$ cat config.mk
export PLATFORM = sky130hd
export DESIGN_NAME = ram_transfer_engine
export DESIGN_NICKNAME = d
export VERILOG_FILES = /design/src/rtl/scalar_mul_pkg.sv /design/src/rtl/ram_transfer_engine.sv
export SDC_FILE = /design/constraint.sdc
export NUM_CORES = 1
export LEC_CHECK = 0
export CAP_MARGIN = 20
export CORE_ASPECT_RATIO = 1.5
export CORE_MARGIN = 5
export CORE_UTILIZATION = 35
export CTS_CLUSTER_SIZE = 14
export DETAILED_ROUTE_END_ITERATION = 10
export HOLD_SLACK_MARGIN = 0.02
export PLACE_DENSITY = 0.77
export SYNTH_ARGS = -nofsm -noshare
export SYNTH_HDL_FRONTEND = slang
export SYNTH_SLANG_ARGS = --single-unit
export TNS_END_PERCENT = 5
$ cat constraint.sdc
create_clock -name clk -period 2.65 [get_ports clk]
set_clock_uncertainty 0.05 [all_clocks]
set_input_delay 0.53 -clock clk [delete_from_list [all_inputs] [get_ports clk]]
set_output_delay 0.53 -clock clk [all_outputs]
set_load 0.02 [all_outputs]
$ cat src/rtl/scalar_mul_pkg.sv
// Shared types and constants for the scalar-multiply RAM datapath:
// word width, operand stride, FSM encoding, transfer directions, operand bases.
package scalar_mul_pkg;

  localparam int DATA_W_DEF            = 64;
  localparam int WORDS_PER_OPERAND_DEF = 3;
  localparam int ADDR_W                = 6;

  typedef enum logic [1:0] {
    ST_IDLE = 2'd0,
    ST_XFER = 2'd1,
    ST_DONE = 2'd2
  } xfer_state_t;

  localparam logic DIR_OUTER_TO_INNER = 1'b0;
  localparam logic DIR_INNER_TO_OUTER = 1'b1;

  localparam logic [ADDR_W-1:0] ADDR_X1 = 6'd3;
  localparam logic [ADDR_W-1:0] ADDR_Y1 = 6'd6;
  localparam logic [ADDR_W-1:0] ADDR_A  = 6'd9;
  localparam logic [ADDR_W-1:0] ADDR_PX = 6'h21;
  localparam logic [ADDR_W-1:0] ADDR_PY = 6'h27;

  // True when a whole operand starting at base fits without wrapping.
  function automatic logic base_in_range(
    input logic [ADDR_W-1:0] base,
    input int                words
  );
    return int'(base) <= (1 << ADDR_W) - words;
  endfunction

endpackage

$ cat src/rtl/ram_transfer_engine.sv
// Copies one operand (WORDS_PER_OPERAND words) between outer and inner RAM.
// Ports: clk, rst (sync, active-high); cmd_transfer, read_write_command,
//   read_address, write_address (command); interupt_ram_transfer, xfer_error,
//   busy (status); outer_* and inner_* RAM ports (1-cycle read latency).
// Build option: SCALAR_MUL_RAM_RANGE_CHECK_EN rejects operands that would wrap.
module ram_transfer_engine
  import scalar_mul_pkg::*;
#(
  parameter int DATA_W            = DATA_W_DEF,
  parameter int WORDS_PER_OPERAND = WORDS_PER_OPERAND_DEF
) (
  input  logic              clk,
  input  logic              rst,
  input  logic              cmd_transfer,
  input  logic              read_write_command,
  input  logic [5:0]        read_address,
  input  logic [5:0]        write_address,
  output logic              interupt_ram_transfer,
  output logic              xfer_error,
  output logic              busy,
  output logic [5:0]        outer_addr,
  output logic              outer_rd_en,
  input  logic [DATA_W-1:0] outer_rdata,
  output logic              outer_wr_en,
  output logic [DATA_W-1:0] outer_wdata,
  output logic [5:0]        inner_addr,
  output logic              inner_rd_en,
  input  logic [DATA_W-1:0] inner_rdata,
  output logic              inner_wr_en,
  output logic [DATA_W-1:0] inner_wdata
);

  localparam int CNT_W = $clog2(WORDS_PER_OPERAND + 1);
  localparam logic [CNT_W-1:0] LAST = CNT_W'(WORDS_PER_OPERAND);

  xfer_state_t       state, state_nx;
  logic [CNT_W-1:0]  cnt, cnt_nx;
  logic              accept;
  logic              dir_q;
  logic [ADDR_W-1:0] src_base, dst_base;

  logic              rd_act, wr_act;
  logic [ADDR_W-1:0] src_addr, dst_addr;
  logic [DATA_W-1:0] src_rdata;

  logic [ADDR_W-1:0] outer_addr_q, inner_addr_q;
  logic [DATA_W-1:0] outer_wdata_q, inner_wdata_q;

`ifdef SCALAR_MUL_RAM_RANGE_CHECK_EN
  logic err_q, err_nx, bad_cmd;

  assign bad_cmd =
    !base_in_range(read_address, WORDS_PER_OPERAND) ||
    !base_in_range(write_address, WORDS_PER_OPERAND);
`endif

  always_comb begin
    state_nx = state;
    cnt_nx   = cnt;
    accept   = 1'b0;
`ifdef SCALAR_MUL_RAM_RANGE_CHECK_EN
    err_nx   = err_q;
`endif
    unique case (state)
      ST_IDLE: begin
        if (cmd_transfer) begin
          accept = 1'b1;
          cnt_nx = '0;
`ifdef SCALAR_MUL_RAM_RANGE_CHECK_EN
          err_nx   = bad_cmd;
          state_nx = bad_cmd ? ST_DONE : ST_XFER;
`else
          state_nx = ST_XFER;
`endif
        end
      end
      // cnt runs 0..N: reads on 0..N-1, writes trail by one on 1..N.
      ST_XFER: begin
        if (cnt == LAST) state_nx = ST_DONE;
        else             cnt_nx   = cnt + 1'b1;
      end
      ST_DONE: state_nx = ST_IDLE;
      default: state_nx = ST_IDLE;
    endcase
  end

  always_ff @(posedge clk) begin
    if (rst) begin
      state    <= ST_IDLE;
      cnt      <= '0;
      dir_q    <= DIR_OUTER_TO_INNER;
      src_base <= '0;
      dst_base <= '0;
`ifdef SCALAR_MUL_RAM_RANGE_CHECK_EN
      err_q    <= 1'b0;
`endif
    end else begin
      state <= state_nx;
      cnt   <= cnt_nx;
`ifdef SCALAR_MUL_RAM_RANGE_CHECK_EN
      err_q <= err_nx;
`endif
      if (accept) begin
        dir_q    <= read_write_command;
        src_base <= read_address;
        dst_base <= write_address;
      end
    end
  end

  assign rd_act    = (state == ST_XFER) && (cnt != LAST);
  assign wr_act    = (state == ST_XFER) && (cnt != '0);
  assign src_addr  = src_base + ADDR_W'(cnt);
  assign dst_addr  = dst_base + ADDR_W'(cnt) - ADDR_W'(1);
  assign src_rdata = (dir_q == DIR_INNER_TO_OUTER) ? inner_rdata : outer_rdata;

  // Idle ports replay the last driven address/data from the hold registers.
  always_comb begin
    outer_rd_en = rd_act && (dir_q == DIR_OUTER_TO_INNER);
    outer_wr_en = wr_act && (dir_q == DIR_INNER_TO_OUTER);
    inner_rd_en = rd_act && (dir_q == DIR_INNER_TO_OUTER);
    inner_wr_en = wr_act && (dir_q == DIR_OUTER_TO_INNER);

    outer_addr = outer_addr_q;
    if (outer_rd_en) outer_addr = src_addr;
    if (outer_wr_en) outer_addr = dst_addr;

    inner_addr = inner_addr_q;
    if (inner_rd_en) inner_addr = src_addr;
    if (inner_wr_en) inner_addr = dst_addr;

    outer_wdata = outer_wr_en ? src_rdata : outer_wdata_q;
    inner_wdata = inner_wr_en ? src_rdata : inner_wdata_q;
  end

  always_ff @(posedge clk) begin
    if (rst) begin
      outer_addr_q  <= '0;
      inner_addr_q  <= '0;
      outer_wdata_q <= '0;
      inner_wdata_q <= '0;
    end else begin
      outer_addr_q  <= outer_addr;
      inner_addr_q  <= inner_addr;
      outer_wdata_q <= outer_wdata;
      inner_wdata_q <= inner_wdata;
    end
  end

  assign busy                  = (state != ST_IDLE);
  assign interupt_ram_transfer = (state == ST_DONE);
`ifdef SCALAR_MUL_RAM_RANGE_CHECK_EN
  assign xfer_error            = (state == ST_DONE) && err_q;
`else
  assign xfer_error            = 1'b0;
`endif

endmodule

=== Yosys cells after proc, flatten, opt, wreduce, memory -nomap -nowiden ===
Index checks and enable logic that the tools add are counted.

* Multiplexer cells: 15
* Magnitude comparators: 0
* Bitwise logic cells: 1
* $mul: 0
* Shift operators: 0
* Add/subtract/negate cells: 4
* Reduce and logical (&&, ||, !) cells: 12
* Eq/ne operators: 7
* Div/mod/pow operators: 0

{| class="wikitable"
|+ Operators by type and width
! cell !! count
|-
| $mux W64 || 3
|-
| $mux W6 || 4
|-
| $add A6 B2 Y6 || 2
|-
| $mux W2 || 4
|-
| $ne A2 B2 Y1 const B || 4
|-
| $pmux W2 S2 || 2
|-
| $logic_and A1 B1 Y1 || 6
|-
| $reduce_bool A2 Y1 || 3
|-
| $sub A6 B1 Y6 const B || 1
|-
| $eq A2 B2 Y1 const B || 2
|-
| $reduce_and A3 Y1 || 1
|-
| $add A2 B1 Y2 const B || 1
|-
| $eq A2 B1 Y1 const B || 1
|-
| $logic_not A2 Y1 || 1
|-
| $mux W1 || 2
|-
| $reduce_and A2 Y1 || 1
|-
| $not A1 Y1 || 1
|}

* Latch bits: 0
* Bits of input ports: 144
* Memory bits (writable): 0
* Logic and storage cells: 48
* Memory bits (read-only): 0
* Register bits after elaboration: 157
* Output and inout bits: 147
* Memories kept: 0

=== Logic depth before layout (Yosys ltp) ===
Gate-level depths: netlist of the first run.

* Depth after elaboration: 5
* Gate-level depth with buffers: 10

=== Worst setup path before layout of the first run ===
OpenSTA, ideal clock, no wires.

* Kind: reg2out
* From: register cnt[1]
* To: output port outer_addr[5]
* Stages on the path, launching flop included: 11
* Data arrival time: 2.162 ns
* Path buffers: 0
* Path slack: -0.092 ns
* Required time: 2.070 ns
* Path through: dfxtp_1 inv_1 ha_1 inv_1 ha_1 inv_1 fa_1 nand2b_1 a21oi_1 xnor2_1 o22ai_1

* Word-level cells in the longest chain between the ends: 5
* Elaborated cells between the ends (all ways): 11
* Classes of those cells: add/sub: 3; eq/ne: 1; mux: 2; reduce/logical: 5

{| class="wikitable"
|+ Ends and longest elaborated chain
! element !! RTL line !! RTL
|-
| start, declared || ram_transfer_engine.sv:37 || <nowiki>logic [CNT_W-1:0] cnt, cnt_nx;</nowiki>
|-
| start signal, assigned || ram_transfer_engine.sv:99 || <nowiki>cnt <= cnt_nx;</nowiki>
|-
| parallel branches: the longest is 4 deep, another holds $add A6 B2 Y6 || n/a ||
|-
| $mux W6 * || ram_transfer_engine.sv:126 || <nowiki>if (outer_wr_en) outer_addr = dst_addr;</nowiki>
|-
| end, declared || ram_transfer_engine.sv:21 || <nowiki>output logic [5:0] outer_addr,</nowiki>
|}

Mark *: on every way between the ends.

=== Final worst setup path of the first run ===
Ends and elaborated chain as after synthesis.

==> results of run 1 <==
-- synth_stat cells, types with 2 or more instances --
cell type  instances  share of area, %
a211o_1            2              0.27
a211oi_1           3              0.34
a21o_1             2              0.23
a21oi_1          135                10
a221o_1            3              0.46
a22oi_1            2              0.23
buf_1              5              0.29
buf_2             13              0.99
buf_4              2              0.23
clkbuf_1          35               2.0
clkinv_1           2              0.11
dfxtp_1          157                48
fa_1               2              0.61
ha_1              10               1.9
inv_1             13              0.74
inv_2              2              0.11
mux2i_1           10               1.5
nand2_1          383                22
nand2b_1           3              0.29
nand4_1            2              0.19
nand4b_1           2              0.27
nand4bb_1          2              0.34
nor2_1            21               1.2
nor2b_1           21               2.0
o211ai_1           2              0.23
o21ai_0           26               2.0
o22ai_1            4              0.38
o32ai_1            2              0.27
or2_2              2              0.19
or4_1              2              0.23
or4b_1             2              0.31
xnor2_1            4              0.53
xor2_1             2              0.27
-- path summary, 6_finish.rpt --
check / endpoint / slack (ns) / startpoint / cells after the start
max: outer_addr[5] / -0.34 / cnt[1] / 8
max reg2reg: inner_addr_q[4] / 0.31 / cnt[1] / 9
min reg2reg: inner_wdata_q[32] / 0.41 / inner_wdata_q[32] / 2
min: inner_wdata_q[32] / 0.41 / inner_wdata_q[32] / 2
-- cell usage in the layout, fill, tap and decap left out, types with 4 or more instances in the layout --
cell type	instances
nand2_1	324
dfxtp_1	154
buf_4	153
clkdlybuf4s50_1	144
a21oi_1	130
buf_2	60
nand2_2	55
buf_6	48
nor2b_1	21
nor2_1	17
clkbuf_16	17
o21ai_0	14
mux2i_1	10
buf_12	10
o21ai_1	7
inv_1	6
inv_2	6
inv_6	5
ha_1	5
clkinvlp_4	5
clkdlybuf4s15_2	5
clkbuf_2	5
a21oi_2	4
nand2_4	4
o21ai_2	4
ha_4	4
-- layout make-up --
| cell class | instances | area, um^2 |
|---|---|---|
| antenna | 1 | 2.50 |
| clock buffer | 19 | 443 |
| clock inverter | 13 | 153 |
| fill | 1575 | 6960 |
| inverter | 17 | 91.3 |
| multi-input combinational | 658 | 3520 |
| sequential | 157 | 3150 |
| tap | 252 | 315 |
| timing repair buffer | 433 | 3840 |
-- through the flow --
step | area, um^2 | total power, uW | setup TNS (ns) | cells
floorplan | 6550 | 2840 | -0.174 | 887
global placement | 10600 | 3360 | -33.22 | 1505
detailed placement | 10600 | 3370 | -37.93 | 1505
CTS | 11400 | 5900 | -24.70 | 1547
global route | 11500 | 6120 | -29.08 | 1550
finish | 11500 | 5900 | -18.34 | 1550
-- routing by layer --
| metal | wire length (um) | track usage [%] |
|---|---|---|
| met5 | 0 | 0 |
| met4 | 983 | 10.7 |
| met3 | 1260 | 4.30 |
| met2 | 12600 | 39.2 |
| met1 | 9080 | 23.0 |
-- power by group through the flow --
stage	registers [uW]	logic [uW]	clock network (uW)
floorplan	2480	363	0
global placement	2480	875	0
detailed placement	2490	883	0
CTS	2440	933	2530
global route	2440	1040	2640
finish	2440	968	2490
-- critical path, cell delays in order, from the launching register on --
cell and delay, ns:
dfxtp_2 0.33, buf_4 0.15, ha_2 0.18, or4b_4 0.57, buf_6 0.16, a211o_1 0.23, nand2_2 0.09, o22ai_1 0.08
buf_4 0.18
-- repair_timing --
action / in CTS / in global routing
buffers inserted: 7 / 2
setup endpoints to repair: 143 / 142
resized for setup: 587 / 238
gates cloned: 3 / 0
pin swaps: 17 / 7
hold buffers: 0 / 0
-- cell families (layout without fill, tap and decap cells) --
group                      Yosys count  after routing
xor gates and xnor gates             6              6
other                                1              2
muxes                               11             11
buffers and inverters               72            482
adders and majority gates           12             12
and+or+nand+nor                    444            444
AOI/OAI and AO/OA                  184            184
DFF                                157            157
-- registers in the layout, indices dropped and copies added (netlist names), 2 cells and up --
signal,flops
outer_wdata_q,64
cnt,2
inner_wdata_q,64
dst_base,6
state,2
outer_addr_q,6
inner_addr_q,6
src_base,6
==> key figures, run 1 <==
Timing
  – Worst hold slack: roughly 0.4 ns
  – Final Setup Violations: approximately 100
  – Final slew viol count: 0
  – Final hold vios: 0
  – Worst Tran Pin Value: ~0.8 ns
  – Final Critical Period: 2.99 ns
  – Slew HR: between 40% and 50%
  – Tcrit/Tclk final: 113%
  – Fin worst setup slack: -0.339 ns
  – RSZ-0062 raised after global routing: yes
  – Max frequency: 335 MHz

Power and ir drop
  – Leakage: 0.00538 uW
  – Clock Power Share: approximately 42%
  – Combinational power share: 16.4%
  – Power per cell area: ~510 mW/mm^2
  – Switching Fraction: about a quarter
  – P_sw: between 1500 and 2000 uW
  – Worst VDD drop: between 400 and 500 uV
  – Int Pwr: around 4400 uW
  – Sequential power share: around two fifths

Clock tree
  – CTS Buf Count: 17
  – TritonCTS clock tree: done
  – Insertion delay to the later sink of the worst-skew pair: roughly 0.42 ns
  – Worst-path clk slew: 0.07 ns
  – Root buffer cell: clkbuf_16
  – CTS HTree Levels: 4
  – TritonCTS sink count: around 160
  – CTS Buffer Depth: 2

Floorplan
  – Initial core utilization: between 30% and 40%
  – Die height: 178 um
  – Die Wd: approximately 120 um
  – I/O pins: ~290
  – # rows: 61
  – CORE AREA: 0.0185 mm^2
  – DIE AREA: around 0.022 mm^2

Detailed routing
  – Vias/cell: approximately 4.8
  – Routed len/inst: approximately 15 um
  – Residual DRC: 0
  – Drt pass-1 iters: 4
  – Final WL: approximately 24 mm
  – Via count: ~7.4k
  – DRT iter0 DRCs: 372
  – Final ANT Viol Nets: 0

Global route
  – First-pass GRT wire length: roughly 37 mm
  – Overall Global Routing Usage: between 20% and 30%
  – Largest net degree at the start of global routing: 75
  – GRT overflow: 0
  – Initial antenna violation count: 1
  – Number of global-route vias before repair: around 7.4k

Worst setup path
  – Kind of end point of the critical path: output port
  – Crit path launch type: register
  – Critical Path RT: around 2.1 ns
  – Worst-path maximum fanout: 4
  – CP Data Arrival Time: 2.41 ns
  – Setup CP Type: register to output port

Status
  – Status: finished with violations
  – Failing checks: setup timing

Yosys
  – Sequential area share after synthesis: between 40% and 50%
  – Compound-Gate Fraction of Synth Area: ~15%
  – Mapped Area: 0.00655 mm^2
  – Mapped Nets: about 1.0k
  – Mux cell area share after synthesis: under 10%
  – Yosys reg bits: around 160
  – Asr flop ratio synth: 0%
  – Post-synth cell types: 42
  – YS warnings: 0
  – Post-synth EDFFs: 0
  – Adder and majority cell fraction of the synthesized area: 2.52%
  – Synth Instances: between 800 and 900
  – XOR/XNOR Fraction of Synth Area: less than 1%
  – Dominant synthesized flop cell: dfxtp_1
  – Syn Area/Cell: about 7.4 um^2
  – Simple-gate share of the synthesized area: a little over a quarter
  – Largest family of logic cells by synthesized area: simple AND/OR/NAND/NOR gates

Min path
  – Tightest Hold Check Type: register to register

Placed design
  – RD Place Congestion: a little under 0.9
  – Port Buf Inserts: between 200 and 300
  – Pre-CTS setup slack: -0.492 ns
  – Post-DP HPWL: 16.7 mm

Final layout
  – Syn-to-layout area delta: 75.7%
  – Share of layout cells above drive strength 1: between 30% and 40%
  – Core Util, Final: between 60% and 70%
  – Fin nets: about 1.4k

Flow run
  – Max_cap viols: 0
No activity file was read; power rests on OpenSTA's default activity.
==> run 2: changes to the inputs <==
--- a/config.mk
+++ b/config.mk
@@ -8,11 +8,11 @@
 export CAP_MARGIN = 20
 export CORE_ASPECT_RATIO = 1.5
 export CORE_MARGIN = 5
-export CORE_UTILIZATION = 35
+export CORE_UTILIZATION = 38
 export CTS_CLUSTER_SIZE = 14
 export DETAILED_ROUTE_END_ITERATION = 10
 export HOLD_SLACK_MARGIN = 0.02
-export PLACE_DENSITY = 0.77
+export PLACE_DENSITY = 0.82
 export SYNTH_ARGS = -nofsm -noshare
 export SYNTH_HDL_FRONTEND = slang
 export SYNTH_SLANG_ARGS = --single-unit
==> run 2 against run 1 <==
The flow still finishes with violations (setup timing). Critical path depth grew 3. Wire length increased by 3.2%. Global-route usage grew 1.6 points. Combinational power rose by 7%. Maximum frequency fell by 1.1%. Sequential power about the same. Register-to-register slack improved by 0.03 ns. Highest routed layer unchanged.
==> key figures, run 2 (synthesis results as in run 1) <==
Final layout
  – Commonest cells after routing, fill and taps aside: nand2_1, buf_4, dfxtp_1
  – Fillers: 1,366 (-13%)
  – Ant. Diodes: 0 (-1)
  – Syn-to-layout area delta: 78.1%
  – Commonest non-fill, non-tap cell in the layout: nand2_1
  – Fin nets: 1,461 (+1.5%)
  – Register area: 0.00315 mm^2 (unchanged)
  – Share of layout cells above drive strength 1: 32.2% (-0.70 points)
  – Top flop regs: inner_wdata_q (64), outer_wdata_q (64)
  – Multi-input logic area: 0.00352 mm^2 (about the same)
  – Non-Filler Instances: 1,526 (-1.5%)

Power and ir drop
  – Overall Power: 5870 uW (-0.50%)
  – Leakage: 0.00548 uW (+2.0%)
  – Power per cell area: 503 mW/mm^2 (-1.8%)
  – Worst VDD drop: 374 uV (-7.3%)

Timing
  – Slew HR: 50.2% (+3.8 points)
  – Final Setup Violations: 139 (+42%)
  – Fin worst setup slack: -0.373 ns (-0.0342 ns)
  – Tcrit/Tclk final: 114% (+1.3 points)
  – Final Critical Period: 3.02 ns (+0.0342 ns)
  – Max frequency: 331 MHz (-1.1%)
  – RSZ-0062 raised after global routing: yes
  – Final slew viol count: 0 (unchanged)
  – Final hold vios: 0 (unchanged)
  – Worst Tran Pin Value: 0.746 ns (-0.0573 ns)

Detailed routing
  – Routed len/inst: 16.2 um (+4.8%)
  – Vias/cell: 4.94 (+4.0%)
  – DRT iter0 DRCs: 455 (+22%)
  – Drt pass-1 iters: 5 (+1)
  – Final WL: 24.7 mm (+3.2%)
  – Via count: 7,542 (+2.3%)
  – Final ANT Viol Nets: 0 (unchanged)
  – Residual DRC: 0 (unchanged)

Floorplan
  – DIE AREA: 0.0200 mm^2 (-7.4%)
  – I/O pins: 291 (unchanged)
  – Initial core utilization: 38.9% (+3.4 points)
  – Die Wd: 117 um (-3.7%)
  – Die height: 171 um (-3.8%)
  – # rows: 58 (-4.9%)
  – CORE AREA: 0.0168 mm^2 (-8.8%)

Flow run
  – Max_cap viols: 0 (unchanged)

Clock tree
  – CTS HTree Levels: 4 (unchanged)
  – Post-cts hold buffer count: 0 (unchanged)
  – Insertion delay to the later sink of the worst-skew pair: 0.43 ns (about the same)
  – Worst-path clk slew: 0.07 ns (about the same)
  – TritonCTS clock tree: done
  – Root buffer cell: clkbuf_16
  – CTS Buf Count: 17 (unchanged)
  – CTS Buffer Depth: 2 (unchanged)
  – TritonCTS sink count: 157 (unchanged)

Worst setup path
  – Critical Path RT: 2.07 ns (about the same)
  – Kind of end point of the critical path: output port
  – Crit path launch type: register
  – CP Data Arrival Time: 2.44 ns (+0.03 ns)
  – Setup CP Type: register to output port
  – Worst-path maximum fanout: 4 (unchanged)

Global route
  – Overall Global Routing Usage: 23.0% (+1.6 points)
  – First-pass GRT wire length: 36.6 mm (-0.52%)
  – Largest net degree at the start of global routing: 81 (+8.0%)
  – Initial antenna violation count: 0 (-1)
  – GRT overflow: 0 (unchanged)
  – Number of global-route vias before repair: 7,546 (+1.6%)

Placed design
  – RD Place Congestion: 0.866 (-0.25%)
  – Placed cell count: 1,478 (-1.8%)
  – Post-DP HPWL: 16.7 mm (-0.16%)
  – Pre-CTS setup slack: -0.577 ns (-0.0847 ns)
  – Port Buf Inserts: 289 (unchanged)

Status
  – Failing checks: setup timing
  – Status: finished with violations

Min path
  – Tightest Hold Check Type: input pin to register
[run 2: cell count changes in the layout (fill, tap and decap cells not counted), moves of 5 or more]
cell	before	now
buf_2	60	42
clkdlybuf4s15_2	5	10
nand2_1	324	335
buf_4	153	179
nand2_2	55	46
dlygate4sd2_1	2	10
[run 2: power by group]
part / internal (uW) / switching [uW]
clock: 1390 / 1000
combinational: 547 / 494
sequential: 2410 / 28.7
total: 4350 / 1520
[run 2: timing repair]
| item | CTS | global route |
|---|---|---|
| buffers inserted | 4 | 10 |
| gates resized for setup | 573 | 209 |
| endpoints found under the setup margin | 144 | 143 |
| pin swaps | 10 | 12 |
| gates cloned | 1 | 4 |
[run 2: worst max-delay path, stage by stage, from the launching register on]
cell and delay [ns]:
dfxtp_2 0.34, inv_2 0.04, ha_4 0.23, inv_4 0.05, ha_4 0.12, inv_2 0.04, fa_2 0.36, nand2b_4 0.16
a21oi_4 0.18, xnor2_4 0.11, o22ai_2 0.22, buf_6 0.15
[run 2: metal layers]
metal	GRT usage, %	part of all wire [%]	up-vias	wire, um
met3	5.17	6.5	63	1620
met2	41.3	53	294	13000
li1	-	-	3724	-
met4	12.0	4.1	0	1020
met5	0	0	-	0
met1	24.5	37	3461	9100
[run 2: area by class of cell]
| cell class | count | area share (%) |
|---|---|---|
| Inverter | 17 | 0.761 |
| Tap cell | 210 | 2.25 |
| Timing Repair Buffer | 454 | 35.0 |
| Multi-Input combinational cell | 658 | 30.2 |
| Sequential cell | 157 | 27.0 |
| Clock inverter | 12 | 1.19 |
| Clock buffer | 18 | 3.68 |
[run 2: path summary, 6_finish.rpt]
kind,startpoint,slack (ns),cells past startpoint,endpoint
min reg2reg,dst_base[0],0.41,2,dst_base[0]
max reg2reg,cnt[1],0.34,8,inner_addr_q[4]
max,dst_base[1],-0.37,11,outer_addr[5]
min,rst,0.35,2,inner_addr_q[1]
[run 2: metrics by stage]
| stage | TNS, ns | utilization, % | hold slack (ns) | area, um^2 |
|---|---|---|---|---|
| finish | -30.55 | 69.3 | 0.350 | 11700 |
| global route | -42.34 | 69.3 | 0.356 | 11700 |
| CTS | -28.01 | 67.3 | 0.343 | 11300 |
| detailed placement | -34.10 | 63.5 | 0.398 | 10700 |
| global placement | -31.81 | 63.5 | 0.397 | 10700 |
| floorplan | -0.174 | - | 0.386 | 6550 |
